[src/rtl/led_pattern_ctrl.sv]
// -----------------------------------------------------------------------------
// led_pattern_ctrl
//
// N-channel LED pattern engine on the OPB register bus. A programmable divider
// derives a tick from OPB_CLK. The tick advances one of four patterns: bouncing
// chase, manual, alternating or blink. The raw pattern is gated by the global
// enable and a PWM dimmer, XORed with a per-channel polarity mask, and then
// registered onto the LEDs.
//
// Ports:
//   OPB_CLK   in   1      sole clock, rising edge
//   OPB_RST   in   1      asynchronous, active-high reset
//   OPB_DI    in   32     write data
//   OPB_DO    out  32     read data (combinational, 0 when not reading/unmapped)
//   OPB_ADDR  in   3      register select
//   OPB_RE    in   1      read strobe
//   OPB_WE    in   1      write strobe, register updates on the strobed edge
//   LED_OUT   out  N_LED  registered LED drives
//   TICK_SQ   out  1      square wave, toggles on every tick
//
// Register map: 0 CNTRL {enable, mode[1:0]}, 1 CLKDIV, 2 PATTERN (RO),
// 3 STATE {dir, pos[7:0]} (RO), 4 MANUAL, 5 INVERT, 6 DUTY, 7 TICKCNT (RO).
// -----------------------------------------------------------------------------
module led_pattern_ctrl #(
    parameter int                   N_LED       = 15,
    parameter int                   DIV_WIDTH   = 32,
    parameter logic [DIV_WIDTH-1:0] DEFAULT_DIV = DIV_WIDTH'(2000000),
    parameter int                   PWM_WIDTH   = 8,
    parameter logic [31:0]          MANUAL_RST  = 32'h2AA
) (
    input  logic             OPB_CLK,
    input  logic             OPB_RST,
    input  logic [31:0]      OPB_DI,
    output logic [31:0]      OPB_DO,
    input  logic [2:0]       OPB_ADDR,
    input  logic             OPB_RE,
    input  logic             OPB_WE,
    output logic [N_LED-1:0] LED_OUT,
    output logic             TICK_SQ
);

    localparam logic [1:0] MODE_CHASE  = 2'd0;
    localparam logic [1:0] MODE_MANUAL = 2'd1;
    localparam logic [1:0] MODE_ALT    = 2'd2;
    localparam logic [1:0] MODE_BLINK  = 2'd3;

    localparam logic [2:0] ADDR_CNTRL   = 3'd0;
    localparam logic [2:0] ADDR_CLKDIV  = 3'd1;
    localparam logic [2:0] ADDR_PATTERN = 3'd2;
    localparam logic [2:0] ADDR_STATE   = 3'd3;
    localparam logic [2:0] ADDR_MANUAL  = 3'd4;
    localparam logic [2:0] ADDR_INVERT  = 3'd5;
    localparam logic [2:0] ADDR_DUTY    = 3'd6;
    localparam logic [2:0] ADDR_TICKCNT = 3'd7;

    localparam logic [7:0] LAST_POS = 8'(N_LED - 1);

    // Alternating base mask: bit 0 set, every other bit after it.
    function automatic logic [N_LED-1:0] alt_mask();
        logic [N_LED-1:0] m;
        for (int i = 0; i < N_LED; i++) m[i] = ((i % 2) == 0);
        return m;
    endfunction

    localparam logic [N_LED-1:0] ALT_MASK = alt_mask();

    // Programmable registers
    logic [1:0]           mode;
    logic                 enable;
    logic [DIV_WIDTH-1:0] clkdiv;
    logic [N_LED-1:0]     manual;
    logic [N_LED-1:0]     invert;
    logic [PWM_WIDTH-1:0] duty;
    logic [31:0]          tickcnt;

    // Engine state
    logic [DIV_WIDTH-1:0] div_cnt;
    logic [PWM_WIDTH-1:0] pwm_cnt;
    logic [7:0]           pos;
    logic                 dir;
    logic                 phase;

    logic [7:0]           pos_nxt;
    logic                 dir_nxt;
    logic [N_LED-1:0]     pattern;
    logic                 div_wrap;
    logic                 tick;
    logic                 gate;

    logic wr_cntrl, wr_clkdiv, wr_manual, wr_invert, wr_duty, mode_change;

    assign wr_cntrl    = OPB_WE && (OPB_ADDR == ADDR_CNTRL);
    assign wr_clkdiv   = OPB_WE && (OPB_ADDR == ADDR_CLKDIV);
    assign wr_manual   = OPB_WE && (OPB_ADDR == ADDR_MANUAL);
    assign wr_invert   = OPB_WE && (OPB_ADDR == ADDR_INVERT);
    assign wr_duty     = OPB_WE && (OPB_ADDR == ADDR_DUTY);
    assign mode_change = wr_cntrl && (OPB_DI[1:0] != mode);

    // CLKDIV of 0 or 1 wraps every cycle. A CLKDIV write restarts the divider
    // and suppresses the tick that would otherwise fall on that edge.
    assign div_wrap = (clkdiv <= DIV_WIDTH'(1)) || (div_cnt == clkdiv - DIV_WIDTH'(1));
    assign tick     = div_wrap && !wr_clkdiv;

    // Full-scale duty holds the gate open; otherwise it is a compare against
    // the free-running counter, so DUTY=0 closes it completely.
    assign gate = (&duty) || (pwm_cnt < duty);

    // NOTE: every signal assigned in always_comb gets a default first, so no
    // path leaves it unassigned and no latch is inferred.
    always_comb begin
        pos_nxt = pos;
        dir_nxt = dir;
        if (N_LED > 1) begin
            if (!dir) begin
                pos_nxt = pos + 8'd1;
                dir_nxt = (pos_nxt == LAST_POS);
            end else begin
                pos_nxt = pos - 8'd1;
                dir_nxt = (pos_nxt != 8'd0);
            end
        end
    end

    always_comb begin
        pattern = '0;
        case (mode)
            MODE_CHASE:  pattern = N_LED'(1) << pos;
            MODE_MANUAL: pattern = manual;
            MODE_ALT:    pattern = phase ? ~ALT_MASK : ALT_MASK;
            MODE_BLINK:  pattern = phase ? '1 : '0;
            default:     pattern = '0;
        endcase
    end

    // NOTE: all sequential state uses non-blocking assignments, so every
    // right-hand side sees pre-edge values regardless of statement order.
    always_ff @(posedge OPB_CLK or posedge OPB_RST) begin
        if (OPB_RST) begin
            mode    <= MODE_CHASE;
            enable  <= 1'b1;
            clkdiv  <= DEFAULT_DIV;
            manual  <= MANUAL_RST[N_LED-1:0];
            invert  <= '0;
            duty    <= '1;
        end else begin
            if (wr_cntrl) begin
                mode   <= OPB_DI[1:0];
                enable <= OPB_DI[2];
            end
            if (wr_clkdiv) clkdiv <= OPB_DI[DIV_WIDTH-1:0];
            if (wr_manual) manual <= OPB_DI[N_LED-1:0];
            if (wr_invert) invert <= OPB_DI[N_LED-1:0];
            if (wr_duty)   duty   <= OPB_DI[PWM_WIDTH-1:0];
        end
    end

    // Divider, tick counter and square wave run regardless of enable.
    always_ff @(posedge OPB_CLK or posedge OPB_RST) begin
        if (OPB_RST) begin
            div_cnt <= '0;
            pwm_cnt <= '0;
            tickcnt <= '0;
            TICK_SQ <= 1'b0;
        end else begin
            div_cnt <= (wr_clkdiv || div_wrap) ? '0 : div_cnt + DIV_WIDTH'(1);
            pwm_cnt <= pwm_cnt + PWM_WIDTH'(1);
            if (tick) begin
                tickcnt <= tickcnt + 32'd1;
                TICK_SQ <= ~TICK_SQ;
            end
        end
    end

    // A mode change restarts the pattern and wins over a coincident tick.
    always_ff @(posedge OPB_CLK or posedge OPB_RST) begin
        if (OPB_RST) begin
            pos   <= '0;
            dir   <= 1'b0;
            phase <= 1'b0;
        end else if (mode_change) begin
            pos   <= '0;
            dir   <= 1'b0;
            phase <= 1'b0;
        end else if (tick && enable) begin
            case (mode)
                MODE_CHASE: begin
                    pos <= pos_nxt;
                    dir <= dir_nxt;
                end
                MODE_ALT, MODE_BLINK: phase <= ~phase;
                default: ;
            endcase
        end
    end

    always_ff @(posedge OPB_CLK or posedge OPB_RST) begin
        if (OPB_RST) LED_OUT <= '0;
        else         LED_OUT <= (pattern & {N_LED{enable & gate}}) ^ invert;
    end

    always_comb begin
        OPB_DO = '0;
        if (OPB_RE) begin
            case (OPB_ADDR)
                ADDR_CNTRL:   OPB_DO = {29'd0, enable, mode};
                ADDR_CLKDIV:  OPB_DO = 32'(clkdiv);
                ADDR_PATTERN: OPB_DO = 32'(pattern);
                ADDR_STATE:   OPB_DO = {23'd0, dir, pos};
                ADDR_MANUAL:  OPB_DO = 32'(manual);
                ADDR_INVERT:  OPB_DO = 32'(invert);
                ADDR_DUTY:    OPB_DO = 32'(duty);
                ADDR_TICKCNT: OPB_DO = tickcnt;
                default:      OPB_DO = '0;
            endcase
        end
    end

endmodule

[config.mk]
export PLATFORM = sky130hd
export DESIGN_NAME = led_pattern_ctrl
export DESIGN_NICKNAME = d
export VERILOG_FILES = /design/src/rtl/led_pattern_ctrl.sv
export SDC_FILE = /design/constraint.sdc
export NUM_CORES = 1
export LEC_CHECK = 0
export ABC_CLOCK_PERIOD_IN_PS = 4800
export BUFFER_PORTS_ARGS = -buffer_cell sky130_fd_sc_hd__buf_2
export CORE_UTILIZATION = 55
export CTS_CLUSTER_SIZE = 16
export DETAILED_ROUTE_END_ITERATION = 10
export GPL_ROUTABILITY_DRIVEN = 0
export PLACE_DENSITY_LB_ADDON = 0.15
export SYNTH_ARGS = -nofsm -noshare
export SYNTH_HDL_FRONTEND = slang
export SYNTH_SLANG_ARGS = --single-unit
[constraint.sdc]
create_clock -name OPB_CLK -period 4.8 [get_ports OPB_CLK]
set_clock_uncertainty 0.15 [all_clocks]
set_input_delay 0.24 -clock OPB_CLK [delete_from_list [all_inputs] [get_ports OPB_CLK]]
set_output_delay 0.24 -clock OPB_CLK [all_outputs]
set_load 0.05 [all_outputs]
After elaboration in Yosys (flattened, before gate mapping) --
Index checks and enable logic that the tools add are counted. W data, S select, Z words.
Storage, ports and cells: bits in registers 171, input port bits 39, output and inout bits 48, logic and storage cells 80
Operators by class: add/sub/neg operators 6, order comparisons 2, equal/unequal tests 13, shift-type cells 1, multiplexer cells 17, bitwise gates (word level) 5, reduce and logical (&&, ||, !) cells 22
Operator list (count):
- $pmux W32 S8 | 1
- $add A32 B1 Y32 const B | 2
- $mux W32 | 2
- $pmux W15 S4 | 1
- $eq A32 B32 Y1 | 1
- $le A32 B1 Y1 const B | 1
- $mux W8 | 4
- $sub A32 B1 Y32 const B | 1
- $mux W15 | 2
- $add A8 B1 Y8 const B | 2
- $and A15 B15 Y15 | 1
- $shl A1 B8 Y15 const A | 1
- $xor A15 B15 Y15 | 1
- $eq A3 B3 Y1 const B | 4
- $eq A8 B4 Y1 const B | 1
- $logic_and A1 B1 Y1 | 8
- $lt A8 B8 Y1 | 1
- $reduce_and A8 Y1 | 1
- $reduce_bool A8 Y1 | 1
- $sub A8 B1 Y8 const B | 1
- $mux W1 | 7
- $eq A3 B2 Y1 const B | 2
- $reduce_bool A2 Y1 | 3
- $eq A2 B2 Y1 const B | 2
- 11 further kinds | 15

Longest topological paths before layout --
Gate-level depths: netlist of the first run.
depth in word-level cells 7, mapped depth 14, gate-level depth less buffers 11

Worst setup path after synthesis of the first run --
OpenSTA, ideal clock, no wires.
kind register to register, from reg clkdiv[0], to reg tickcnt[14], setup time 0.120 ns, arrival time 2.947 ns, data required time 4.530 ns, setup slack 1.582 ns, cell stages (with the launch flop) 14, path buffers 2, clock period less this slack 3.218 ns, path through dfrtp_1 -> inv_1 -> ha_1 -> nor3b_2 -> and2_1 -> clkbuf_1 -> nand2_1 -> nor4_1 -> o21ai_0 -> nor4b_1 -> a31oi_1 -> buf_6 -> o41a_1 -> a41o_1
On the way: word-level cells in the longest chain between the ends 4, elaborated cells on any way between the ends 5, classes of those cells add/sub (1); order compare (1); eq/ne (1); reduce/logical (2)
RTL lines:
- start: declaration | line 70 | logic [DIV_WIDTH-1:0] clkdiv;
- start signal: assignment | line 150 | if (wr_clkdiv) clkdiv <= OPB_DI[DIV_WIDTH-1:0];
- $sub A32 B1 Y32 | line 101 | assign div_wrap = (clkdiv <= DIV_WIDTH'(1)) || (div_cnt == clkdiv - DIV_WIDTH'(1));
- $eq A32 B32 Y1 | line 101
- $logic_or A1 B1 Y1 (*) | line 101
- $logic_and A1 B1 Y1 (*) | line 102 | assign tick = div_wrap && !wr_clkdiv;
- end signal: assignment | line 168 | tickcnt <= tickcnt + 32'd1;
- end: declaration | line 74 | logic [31:0] tickcnt;
Every way passes the cells marked *; elsewhere a longest branch is shown, timed or not. A chain may end at the register's enable or synchronous reset.

Worst setup path in the final report of the first run --
from reg clkdiv[11], to reg pos[4]
On the way: word-level cells in the longest chain between the ends 7, elaborated cells on any way between the ends 8, classes of those cells add/sub (1); order compare (1); eq/ne (1); reduce/logical (5)
RTL lines:
- $sub A32 B1 Y32 | line 101
- $eq A32 B32 Y1 | line 101
- $logic_or A1 B1 Y1 (*) | line 101
- $logic_and A1 B1 Y1 (*) | line 102
- $logic_and A1 B1 Y1 (*) | line 184 | end else if (tick && enable) begin
- $reduce_bool A2 Y1 (no source line) (*)
- $reduce_and A2 Y1 (no source line) (*)
- end signal: assignment | line 187 | pos <= pos_nxt;
- end: declaration | line 79 | logic [7:0] pos;
Marked as above.

==> impl_metrics.json, run 1 <==
{
  "synthTopCellsByCount": "nand2_1 (178), dfrtp_1 (150), nor2_1 (102)",
  "ios": 87,
  "synthSimpleGateAreaFrac": 0.2309,
  "synth.ff_latch_count": 171,
  "muxShareOfSynthArea": 0.06616,
  "cts_tree": "built",
  "async_flop_share": 1.000,
  "finalCriticalPeriod_ns": 3.817,
  "drtPass1Iterations": 7,
  "crit_chain": "nor4_2, nand4_1, nor3_1, a31oi_1, nor4b_1, a41o_1, buf_4, nand3_1, o22ai_1",
  "nFillCells": 1544,
  "wl_per_cell_microns": 19.34,
  "final_nets": 1297,
  "post-cts-setup-buffer-count": 0,
  "p_leak_nw": 5.220,
  "startpoint": "clkdiv[11]$_DFFE_PP0P_",
  "die_y_microns": 139.6,
  "r2r_start": "clkdiv[11]$_DFFE_PP0P_",
  "critical_path_arrival_ns": 4.02,
  "rows": 49,
  "busiest_layer": "met2",
  "synth_fa_ha_area_frac": 0.01921,
  "vias": 9060,
  "antenna_found_initial": 0,
  "yosys.area.top_type": "dfrtp_1",
  "cp_data_required_time_ns": 5.01,
  "max_stage_delay_ns": 0.50,
  "status": "completed",
  "hold_violations": 0,
  "path_max_fanout": 39,
  "ys_seq_area_frac": 0.4132,
  "hpwl_microns": 19810,
  "grt_use_total": 0.3035,
  "clkLatencyLatePin_ns": 0.44,
  "synth_area_per_cell_sq_um": 8.921,
  "first_iter_violations": 937,
  "fmax_ghz": 0.2620,
  "synth_edf_count": 0,
  "synth_cell_types": 64,
  "ir_drop_uv": 246.7,
  "setup-violations-final": 0,
  "clk_pin_slew_ns": 0.07,
  "synth_flop_cell": "dfrtp_1",
  "worstMarginPinSlew_ns": 1.009,
  "grt_util_met2": 0.4843,
  "start_kind": "flop",
  "use_met1": 0.4009,
  "yosysMostFrequentCell": "nand2_1",
  "utilization": 0.6475,
  "fin_tns_setup_ns": 0,
  "worst_hold_slack_ns": 0.1527,
  "portBuffers": 86,
  "syn_nets": 1223,
  "hold_path.class": "in -> reg",
  "syn-instance-count": 1168,
  "power_density_mw_per_mm2": 387.9,
  "rsz0062_at_grt": "no",
  "maxSlewHeadroom": 0.3235,
  "ys_warn_count": 0,
  "die_x_microns": 139.6,
  "grt_pass1_wl_microns": 45890,
  "die_area_sq_mm": 0.01950,
  "synth_area_sq_mm": 0.01042,
  "cts-root-buf": "clkbuf_16",
  "cts.sinks": 171,
  "overflow": 0,
  "grt_pass1_vias": 8467,
  "multi_input_area_sq_mm": 0.005663,
  "holdCritStartpoint": "OPB_WE",
  "synth_top_family_by_area": "simple AND/OR/NAND/NOR gates",
  "grt_max_degree": 172,
  "crit_type": "reg -> reg",
  "slew_violations": 0,
  "drt_wl_total_microns": 28700,
  "cpMaxStageDelayCell": "nor4_2",
  "drc_errors": 0,
  "ant_nets": 0,
  "worstSetupEndpointType": "flop",
  "drive_gt1_frac": 0.1689,
  "yosys.area_share.xor_xnor": 0.1067,
  "fin_crit_sh": 0.7953,
  "antenna_cells": 0,
  "routed_via_density": 6.105,
  "area_delta_synth_final_pct": 13.53,
  "clock_path_buffers": 2,
  "synth_top_area_share": 0.3602,
  "core-area_sq_mm": 0.01827,
  "maxCapViolCount": 0,
  "htree_levels": 4,
  "register_area_sq_mm": 0.004305,
  "grtUsageMet3": 0.05299,
  "yosys-top-cells-area": "dfrtp_1 (36%), nand2_1 (6.4%), xnor2_1 (6.0%), dfstp_2 (5.3%), mux2_2 (5.1%)",
  "initial_utilization": 0.5703,
  "cts_buffers": 17,
  "synth_compound_area_frac": 0.1200
}
==> sequential cells by signal, indices dropped and copies added (netlist names) <==
| signal | count |
|---|---|
| dir | 1 |
| clkdiv | 32 |
| manual | 15 |
| pwm_cnt | 8 |
| div_cnt | 32 |
| mode | 2 |
| LED_OUT | 15 |
| invert | 15 |
| tickcnt | 32 |
| enable | 1 |
| pos | 8 |
| duty | 8 |
| TICK_SQ | 1 |
| phase | 1 |
==> placed cells by master (no fill, tap or decap), drive strengths merged, types with 22 or more instances in the layout <==
cell type	instances
mux2	47
inv	39
a21oi	51
xor2	56
nand3	43
nor3	32
nand2	178
dfrtp	150
buf	99
nor4	22
nor2	102
dlygate4sd3	33
xnor2	71
nand4	24
a22oi	23
o21ai	46
==> cell families after synthesis <==
kind of cell | after synthesis
and+or+nand+nor | 488
AOI/OAI and AO/OA | 192
DFF | 171
xor gates and xnor gates | 127
buffers and inverters | 111
muxes | 63
adders and majority gates | 16
==> through the flow <==
| step | instances | setup WS (ns) | power, mW | area [sq um] |
|---|---|---|---|---|
| floorplan | 1168 | 1.582 | 2.852 | 10420 |
| global placement | 1419 | 1.205 | 3.176 | 10930 |
| detailed placement | 1419 | 1.105 | 3.196 | 10930 |
| CTS | 1484 | 1.066 | 4.592 | 11830 |
| global route | 1484 | 0.6099 | 4.786 | 11830 |
| finish | 1484 | 0.9828 | 4.588 | 11830 |
==> layer usage <==
layer	share of wire	wire, microns	vias to the layer above
li1	-	-	4263
met3	0.064	1848	85
met4	0.041	1179	0
met5	0	0	-
met1	0.42	12140	4331
met2	0.47	13540	381
==> worst paths after layout <==
path                                        end  slack [ns]  cells past startpoint
min in group asynchronous    pos[6]$_DFFE_PP0P_        0.47                      4
max                          pos[4]$_DFFE_PP0P_        0.98                      9
max reg2reg                  pos[4]$_DFFE_PP0P_        0.98                      9
min                          enable$_DFFE_PP1P_        0.15                      5
min reg2reg                 TICK_SQ$_DFFE_PP0P_        0.31                      1
max in group asynchronous  div_cnt[0]$_DFF_PP0_        3.35                      4
==> area by class of cell <==
type | instances | share of cell area
multi-input combinational | 886 | 0.4787
sequential | 171 | 0.3639
timing repair buffer | 132 | 0.07361
clock buffer | 18 | 0.03712
tap | 229 | 0.02422
clock inverter | 14 | 0.01132
inverter | 34 | 0.01111
==> power breakdown <==
group          internal [mW]  switching [mW]  leakage (nW)
logic                  0.453           0.789          2.81
registers               1.68           0.300          2.14
clock network          0.738           0.631         0.272
total                   2.87            1.72          5.22
==> worst max-delay path: cells and delay by family, from the launching register on <==
| family | cells | cell delay (ns) |
|---|---|---|
| and+or+nand+nor | 5 | 2.06 |
| AOI/OAI and AO/OA | 3 | 0.69 |
| DFF | 1 | 0.43 |
| buffers and inverters | 1 | 0.39 |
==> what timing repair did <==
item,in CTS,in global routing
hold buffers,33,0
hold endpoints to repair,101,0
gates resized for setup,0,0
(Power assumes the default switching activity.)
==> inputs of run 2 (changes only) <==
--- a/config.mk
+++ b/config.mk
@@ -5,9 +5,9 @@
 export SDC_FILE = /design/constraint.sdc
 export NUM_CORES = 1
 export LEC_CHECK = 0
-export ABC_CLOCK_PERIOD_IN_PS = 4800
+export ABC_CLOCK_PERIOD_IN_PS = 3800
 export BUFFER_PORTS_ARGS = -buffer_cell sky130_fd_sc_hd__buf_2
-export CORE_UTILIZATION = 55
+export CORE_UTILIZATION = 60
 export CTS_CLUSTER_SIZE = 16
 export DETAILED_ROUTE_END_ITERATION = 10
 export GPL_ROUTABILITY_DRIVEN = 0
==> constraint.sdc (replaced) <==
create_clock -name OPB_CLK -period 3.8 [get_ports OPB_CLK]
set_clock_uncertainty 0.15 [all_clocks]
set_input_delay 0.19 -clock OPB_CLK [delete_from_list [all_inputs] [get_ports OPB_CLK]]
set_output_delay 0.19 -clock OPB_CLK [all_outputs]
set_load 0.05 [all_outputs]
==> run 2 against run 1 <==
Maximum frequency grew 10%; sequential share of layout area shrank 0.34 points; design area grew 0.94%; sequential cell count is the same.
==> impl_metrics.json, run 2 (synthesized netlist as in run 1, its figures left out) <==
{
  "status": "completed",
  "worstSetupEndpointType": "flop",
  "cp_top_family": "simple AND/OR/NAND/NOR gates",
  "register_area_sq_mm": 0.004305,
  "grt_pass1_vias": 8691,
  "reg2reg_to": "div_cnt[28]$_DFF_PP0_",
  "die_area_sq_mm": 0.01790,
  "fin_crit_sh": 0.9101,
  "final_nets": 1306,
  "clock_path_buffers": 2,
  "first_iter_violations": 1072,
  "cpMaxStageDelayCell": "or4_4",
  "cts_buffers": 17,
  "finalCriticalPeriod_ns": 3.458,
  "top_regs": "clkdiv x32, div_cnt x32, tickcnt x32",
  "rr_worst_depth": 11,
  "cp_data_required_time_ns": 4.01,
  "maxSlewHeadroom": 0.1709,
  "rows": 47,
  "r2r_slack_ns": 0.34,
  "crit_chain": "or4_4, nor4_4, a21oi_1, or3_1, a31oi_1, nor4b_1, a31oi_1, buf_4, nand2_1, buf_4, a21oi_1",
  "drtPass1Iterations": 6,
  "initial_utilization": 0.6217,
  "drc_errors": 0,
  "grt_pass1_wl_microns": 46450,
  "fmax_ghz": 0.2891,
  "die_y_microns": 133.8,
  "power_density_mw_per_mm2": 492.3,
  "drive_gt1_frac": 0.1756,
  "crit_type": "reg -> reg",
  "fin_tns_setup_ns": 0,
  "setup.worst_path.end": "div_cnt[28]$_DFF_PP0_",
  "worstMarginPinSlew_ns": 1.235,
  "hold_path.class": "in -> reg",
  "worstSetupPathDepth": 11,
  "critical_path_arrival_ns": 3.67,
  "utilization": 0.7125,
  "multi_input_area_sq_mm": 0.005674,
  "wl_per_cell_microns": 19.25,
  "start_kind": "flop",
  "ios": 87,
  "grt_use_total": 0.3319,
  "htree_levels": 4,
  "vias": 9240,
  "core-area_sq_mm": 0.01676,
  "antenna_found_initial": 0,
  "rsz0062_at_grt": "no",
  "cp_num_buf_inv": 2,
  "setup-violations-final": 0,
  "nFillCells": 1299,
  "routed_via_density": 6.226,
  "layout_common_cells": "nand2_1 (178), dfrtp_1 (150), nor2_1 (102)",
  "final_common_cell": "nand2_1",
  "antenna_cells": 0,
  "die_x_microns": 133.8,
  "ir_drop_uv": 384.8,
  "hold_violations": 0,
  "hold_depth": 5,
  "ant_nets": 0,
  "clkLatencyLatePin_ns": 0.43,
  "cts.sinks": 171,
  "r2r_start": "clkdiv[3]$_DFFE_PP0P_",
  "path_max_fanout": 31,
  "hpwl_microns": 19420,
  "slew_violations": 0,
  "cts_tree": "built",
  "drt_wl_total_microns": 28570,
  "area_delta_synth_final_pct": 14.60,
  "cts-root-buf": "clkbuf_16",
  "grt_max_degree": 172,
  "portBuffers": 86,
  "clk_pin_slew_ns": 0.07,
  "startpoint": "clkdiv[3]$_DFFE_PP0P_",
  "overflow": 0,
  "maxCapViolCount": 0,
  "p_leak_nw": 5.296,
  "max_stage_delay_ns": 0.65
}
-- run 2: final cells by class --
class	count	share of cell area
multi-input cells	886	0.4752
flip-flops and latches	171	0.3605
clock buffers	21	0.03940
repair buffers	141	0.07963
clock inverters	11	0.01121
well taps	220	0.02305
inverters	34	0.01100
-- run 2: how the worst min path moves through the flow --
stage                        endpoint  startpoint
6_report           enable$_DFFE_PP1P_      OPB_WE
5_1_grt            enable$_DFFE_PP1P_      OPB_WE
2_1_floorplan  clkdiv[15]$_DFFE_PP1P_  OPB_DI[15]
3_3_place_gp   clkdiv[27]$_DFFE_PP0P_  OPB_DI[27]
3_5_place_dp   clkdiv[24]$_DFFE_PP0P_  OPB_DI[24]
4_1_cts            enable$_DFFE_PP1P_      OPB_WE
-- run 2: worst register-to-register path, delay by kind of cell, from the launching register on --
family	cells	cell delay (ns)
compound gates	4	0.78
buf+inv	2	0.48
flops	1	0.49
simple gates	5	1.48
-- run 2: per-layer routing --
| layer | track usage | wire, microns |
|---|---|---|
| met5 | 0 | 0 |
| met4 | 0.1414 | 1058 |
| met3 | 0.05215 | 2174 |
| met2 | 0.5325 | 13700 |
| met1 | 0.4480 | 11630 |
-- run 2: stage by stage --
stage / cells / total power [mW] / area (sq um) / hold WS (ns) / worst slack [ns]
detailed placement: 1417 / 4.050 / 10980 / 0.2337 / 0.2441
finish: 1484 / 5.879 / 11940 / 0.1584 / 0.3416
global placement: 1417 / 4.020 / 10980 / 0.2305 / 0.3523
floorplan: 1168 / 3.603 / 10420 / 0.1230 / 0.5820
global route: 1484 / 6.134 / 11940 / 0.1740 / 0.05084
CTS: 1482 / 5.864 / 11920 / 0.1366 / 0.2346
-- run 2: repair_timing --
item,in CTS,in global routing
setup endpoints to repair,0,54
hold buffers,33,0
resized for setup,0,2
endpoints found under the hold margin,220,0
setup buffers,0,2
-- run 2: where the power goes --
part / internal, mW / switching (mW)
logic: 0.587 / 1.00
clock network: 1.03 / 0.757
registers: 2.12 / 0.379
total: 3.74 / 2.14
